## src/rtl/wb_manager.sv

```systemverilog
// wb_manager: single-transfer Wishbone initiator behind a valid/ready request/response handshake.
// Define WB_MANAGER_TIMEOUT_EN to abort a transfer that sees no ack within TIMEOUT_CYCLES bus cycles.
module wb_manager #(
    parameter int unsigned TIMEOUT_CYCLES = 255
) (
    input  logic        wb_clk_i,
    input  logic        wb_rst_i,
    input  logic        req_valid,
    output logic        req_ready,
    input  logic        req_we,
    input  logic [31:0] req_adr,
    input  logic [31:0] req_dat,
    input  logic [3:0]  req_sel,
    output logic        rsp_valid,
    input  logic        rsp_ready,
    output logic [31:0] rsp_dat,
    output logic        rsp_err,
    output logic        m_cyc_o,
    output logic        m_stb_o,
    output logic        m_we_o,
    output logic [3:0]  m_sel_o,
    output logic [31:0] m_adr_o,
    output logic [31:0] m_dat_o,
    input  logic [31:0] m_dat_i,
    input  logic        m_ack_i,
    output logic        busy
);
    typedef enum logic [1:0] {IDLE, BUS, RESP} state_t;
    state_t state, state_nxt;
    logic timeout;
    logic done;

`ifdef WB_MANAGER_TIMEOUT_EN
    logic [15:0] cnt;
    // Fires on the cycle the count would reach the limit, so stb stays up exactly TIMEOUT_CYCLES cycles.
    assign timeout = !m_ack_i && (cnt == 16'(TIMEOUT_CYCLES - 1));
    always_ff @(posedge wb_clk_i) begin
        if (wb_rst_i || state != BUS)
            cnt <= '0;
        else
            cnt <= cnt + 16'd1;
    end
`else
    assign timeout = 1'b0;
`endif

    assign done      = (state == BUS) && (m_ack_i || timeout);
    assign req_ready = (state == IDLE);
    assign rsp_valid = (state == RESP);
    assign busy      = (state != IDLE);
    assign m_cyc_o   = (state == BUS);
    assign m_stb_o   = (state == BUS);

    always_ff @(posedge wb_clk_i) begin
        if (wb_rst_i)
            state <= IDLE;
        else
            state <= state_nxt;
    end

    always_comb begin
        state_nxt = state;
        unique case (state)
            IDLE:    state_nxt = req_valid ? BUS : IDLE;
            BUS:     state_nxt = (m_ack_i || timeout) ? RESP : BUS;
            RESP:    state_nxt = rsp_ready ? IDLE : RESP;
            default: state_nxt = IDLE;
        endcase
    end

    always_ff @(posedge wb_clk_i) begin
        if (wb_rst_i) begin
            m_we_o  <= 1'b0;
            m_sel_o <= '0;
            m_adr_o <= '0;
            m_dat_o <= '0;
            rsp_dat <= '0;
            rsp_err <= 1'b0;
        end else begin
            if (state == IDLE && req_valid) begin
                m_we_o  <= req_we;
                m_sel_o <= req_sel;
                m_adr_o <= req_adr;
                m_dat_o <= req_dat;
            end
            if (done) begin
                rsp_dat <= (m_ack_i && !m_we_o) ? m_dat_i : 32'h0;
                rsp_err <= timeout;
            end
        end
    end
endmodule
```

## config.mk

```make
export PLATFORM = sky130hd
export DESIGN_NAME = wb_manager
export DESIGN_NICKNAME = d
export VERILOG_FILES = /design/src/rtl/wb_manager.sv
export SDC_FILE = /design/constraint.sdc
export NUM_CORES = 1
export LEC_CHECK = 0
export CORE_MARGIN = 2
export CORE_UTILIZATION = 31
export DETAILED_ROUTE_END_ITERATION = 10
export PLACE_DENSITY = 0.68
export SLEW_MARGIN = 5
export SYNTH_ARGS = -nofsm -noshare
export SYNTH_HDL_FRONTEND = slang
export SYNTH_SLANG_ARGS = --single-unit
```

## constraint.sdc

```tcl
create_clock -name wb_clk_i -period 1.7 [get_ports wb_clk_i]
set_clock_uncertainty 0.1 [all_clocks]
set_input_delay 0.34 -clock wb_clk_i [delete_from_list [all_inputs] [get_ports wb_clk_i]]
set_output_delay 0.34 -clock wb_clk_i [all_outputs]
set_load 0.05 [all_outputs]
```

==> impl_metrics.prom <==
# TYPE chip_impl_metric gauge
chip_impl_metric{name="via_count_of_the_first_global_routing_pass",unit=""} 3848
chip_impl_metric{name="vias",unit=""} 3775
chip_impl_metric{name="core_area",unit="um2"} 15100
chip_impl_info{name="critical_path.reg2reg.startpoint",value="state[1]"} 1
chip_impl_metric{name="finalWorstSetupSlack",unit="ns"} 0.0906
chip_impl_metric{name="die_width",unit="um"} 128
chip_impl_metric{name="worstPathArrival",unit="ns"} 1.17
chip_impl_metric{name="diodes",unit=""} 0
chip_impl_metric{name="netlist-cell-type-count",unit=""} 16
chip_impl_metric{name="fmaxAchievable",unit="GHz"} 0.621
chip_impl_metric{name="totalWireLength",unit="um"} 11900
chip_impl_metric{name="total_power",unit="uW"} 6420
chip_impl_metric{name="dp_slack",unit="ns"} -0.186
chip_impl_metric{name="crit_path_max_fanout",unit=""} 19
chip_impl_metric{name="layout.nets",unit=""} 768
chip_impl_metric{name="async_flop_share",unit=""} 0
chip_impl_metric{name="synthesis.instances",unit=""} 456
chip_impl_metric{name="total_leakage_power",unit="uW"} 0.00301
chip_impl_metric{name="globalplace.congestion",unit=""} 0.759
chip_impl_metric{name="report.final.slew_viol_count",unit=""} 0
chip_impl_metric{name="sw_frac_of_total",unit=""} 0.298
chip_impl_metric{name="clk-insertion-delay-late",unit="ns"} 0.34
chip_impl_metric{name="drc",unit=""} 0
chip_impl_info{name="synth.largest_area_cell",value="dfxtp_1"} 1
chip_impl_metric{name="setup-violations-final",unit=""} 0
chip_impl_metric{name="clock-sinks",unit=""} 103
chip_impl_info{name="timing.critical_path.from_type",value="flop"} 1
chip_impl_metric{name="power.combinational.fraction",unit=""} 0.263
chip_impl_metric{name="syn-cell-area",unit="um2"} 4740
chip_impl_metric{name="crit_required",unit="ns"} 1.26
chip_impl_metric{name="full_die_area",unit="um2"} 16300
chip_impl_metric{name="grt_util_all_layers",unit=""} 0.143
chip_impl_metric{name="ys_seq_area_frac",unit=""} 0.435
chip_impl_info{name="regToRegEndpoint",value="m_adr_o[7]"} 1
chip_impl_metric{name="ff2ff_setup_slack",unit="ns"} 0.28
chip_impl_metric{name="reg2reg_depth",unit=""} 4
chip_impl_info{name="netlist_top_cells_count",value="nand2b_1, dfxtp_1, mux2i_1, or3b_1, clkbuf_1"} 1
chip_impl_metric{name="period_minus_slack",unit="ns"} 1.61
chip_impl_metric{name="yosys_warnings",unit=""} 0
chip_impl_metric{name="post_route_cells_drive_above_1_share",unit=""} 0.231
chip_impl_info{name="synth.most_common_cell",value="nand2b_1"} 1
chip_impl_info{name="crit_start",value="m_we_o"} 1
chip_impl_metric{name="postSynthRegisterBits",unit=""} 103
chip_impl_info{name="run_status",value="complete, no violations"} 1
chip_impl_metric{name="detailedPlacementHpwl",unit="um"} 8840
chip_impl_metric{name="finalSetupTns",unit="ns"} 0
chip_impl_metric{name="global_route_wire_length_before_repair",unit="um"} 18700
chip_impl_metric{name="power_density",unit="nW/um2"} 887
chip_impl_metric{name="syn_nets",unit=""} 562
chip_impl_metric{name="wl_per_cell",unit="um"} 13.9
chip_impl_metric{name="floorplan.initialDensity",unit=""} 0.314
chip_impl_metric{name="power_frac_seq",unit=""} 0.414
chip_impl_metric{name="cts-htree-levels",unit=""} 3
chip_impl_metric{name="max_cap_viol_count",unit=""} 0
chip_impl_info{name="clock-root-buffer",value="clkbuf_16"} 1
chip_impl_metric{name="antenna_found_initial",unit=""} 0
chip_impl_metric{name="io-pin-count",unit=""} 213
chip_impl_info{name="min_path_type",value="flop to flop"} 1
chip_impl_metric{name="share_of_the_synthesized_area_in_the_top_cell_type",unit=""} 0.435
chip_impl_metric{name="count_of_flip_flops_with_a_built_in_enable_after_synthesis",unit=""} 0
chip_impl_metric{name="area.growth.synth_to_final",unit="%"} 52.7
chip_impl_metric{name="syn_avg_cell_area",unit="um2"} 10.4
chip_impl_metric{name="maximum_number_of_pins_on_one_net_before_global_route_repair",unit=""} 73
chip_impl_info{name="cts_tree",value="yes"} 1
chip_impl_metric{name="numPortBuffers",unit=""} 211
chip_impl_metric{name="share_of_the_clock_period_used_by_the_worst_path_after_layout",unit=""} 0.947
chip_impl_info{name="rsz_0062_raised_after_global_routing",value="no"} 1
chip_impl_metric{name="power.clock.fraction",unit=""} 0.323
chip_impl_metric{name="p_int",unit="uW"} 4510
chip_impl_metric{name="cts_hold_buf",unit=""} 0
chip_impl_metric{name="fp-row-count",unit=""} 45
chip_impl_metric{name="cts_made_buffers",unit=""} 9
chip_impl_info{name="end_kind",value="output pin"} 1
chip_impl_info{name="path_class",value="flop to output pin"} 1
chip_impl_metric{name="vdd_ir_drop_max",unit="mV"} 0.597
chip_impl_metric{name="die_height",unit="um"} 128
chip_impl_info{name="yosys_most_used_dff",value="dfxtp_1"} 1
chip_impl_metric{name="hold_violations",unit=""} 0
chip_impl_metric{name="detail_route.vias_per_cell",unit=""} 4.42
chip_impl_metric{name="clock_pin_slew_on_the_worst_setup_and_hold_paths",unit="ns"} 0.06
chip_impl_info{name="post_synth_main_area_contributors",value="dfxtp_1, nand2b_1, mux2i_1, or3b_1, buf_6"} 1
chip_impl_info{name="endpoint",value="m_we_o"} 1
chip_impl_metric{name="gr-total-overflow",unit=""} 0
chip_impl_metric{name="clock_tree.buffer_depth",unit=""} 2
chip_impl_metric{name="firstDrtPassIters",unit=""} 4
chip_impl_metric{name="switching_power",unit="uW"} 1910
chip_impl_metric{name="drtAntennaViolNets",unit=""} 0
chip_impl_metric{name="first_iter_violations",unit=""} 98
through the flow:
stage	hold WS [ns]	std cells	area [um2]	utilization
floorplan	0.395	456	4740	-
global placement	0.359	839	6940	0.460
detailed placement	0.361	839	6940	0.460
CTS	0.362	855	7230	0.479
global route	0.392	855	7240	0.480
finish	0.371	855	7240	0.480
timing repair:
item | 4_1_cts | 5_1_grt
pin swaps | 0 | 0
buffers inserted | 0 | 0
resized for setup | 2 | 4
cloned | 0 | 0
setup endpoints to repair | 4 | 4
power by group through the flow:
stage	registers (uW)	logic [uW]	clock network (uW)
2_1_floorplan	3220	528	0
3_3_place_gp	2710	1680	0
3_5_place_dp	2710	1700	0
4_1_cts	2660	1710	2160
5_1_grt	2680	1780	2250
6_report	2660	1690	2070
final cells by class:
type	count	area, um2
clock inverter	3	42.5
multi-input combinational	313	2440
timing repair buffer	234	2200
inverter	1	3.75
clock buffer	13	250
sequential	103	2070
fill	1422	7850
tap	188	235
state kept, by name, summed over array words and instances, names as in the netlist:
name and count:
m_adr_o 32, m_dat_o 32, m_sel_o 4, m_we_o 1, rsp_dat 32, state 2
routing by layer:
metal,vias up,share of wire,track usage
met1,1735,0.44,0.174
met5,-,0,0
met4,0,0.012,0.0368
met3,11,0.076,0.0551
met2,126,0.47,0.238
li1,1903,-,-
critical path: stages (launching register included):
cell and delay, ns:
dfxtp_2 0.41, buf_4 0.25, buf_12 0.16
logic make-up after synthesis:
group,share of synthesized area
simple gates,0.293
compound gates,0.00422
flops,0.435
mux,0.213
buf+inv,0.0538
other cells,0.000791
placed cells by master (no fill, tap or decap):
| cell | n |
|---|---|
| and3b_2 | 1 |
| buf_12 | 15 |
| buf_4 | 115 |
| bufinv_16 | 1 |
| clkbuf_1 | 3 |
| clkbuf_16 | 9 |
| clkbuf_8 | 1 |
| clkdlybuf4s50_1 | 104 |
| clkinv_2 | 1 |
| clkinvlp_4 | 1 |
| conb_1 | 1 |
| dfxtp_1 | 100 |
| dfxtp_2 | 3 |
| inv_1 | 1 |
| mux2i_1 | 101 |
| nand2b_1 | 170 |
| nor2_2 | 1 |
| nor2b_1 | 1 |
| nor2b_4 | 1 |
| nor3b_1 | 2 |
| nor3b_2 | 1 |
| o21ba_2 | 2 |
| or3b_1 | 30 |
| or3b_2 | 2 |
worst min-delay path by stage:
stage / start / endpoint / slack, ns / depth (start not counted)
after floorplan: req_dat[0] / m_dat_o[0] / 0.40 / 2
after global placement: m_adr_o[15] / m_adr_o[15] / 0.36 / 2
after detailed placement: rsp_dat[23] / rsp_dat[23] / 0.36 / 2
after CTS: wb_rst_i / state[0] / 0.36 / 2
after global routing: m_dat_o[23] / m_dat_o[23] / 0.39 / 2
final: m_sel_o[1] / m_sel_o[1] / 0.37 / 2
Power figures use the tool's default switching activity.
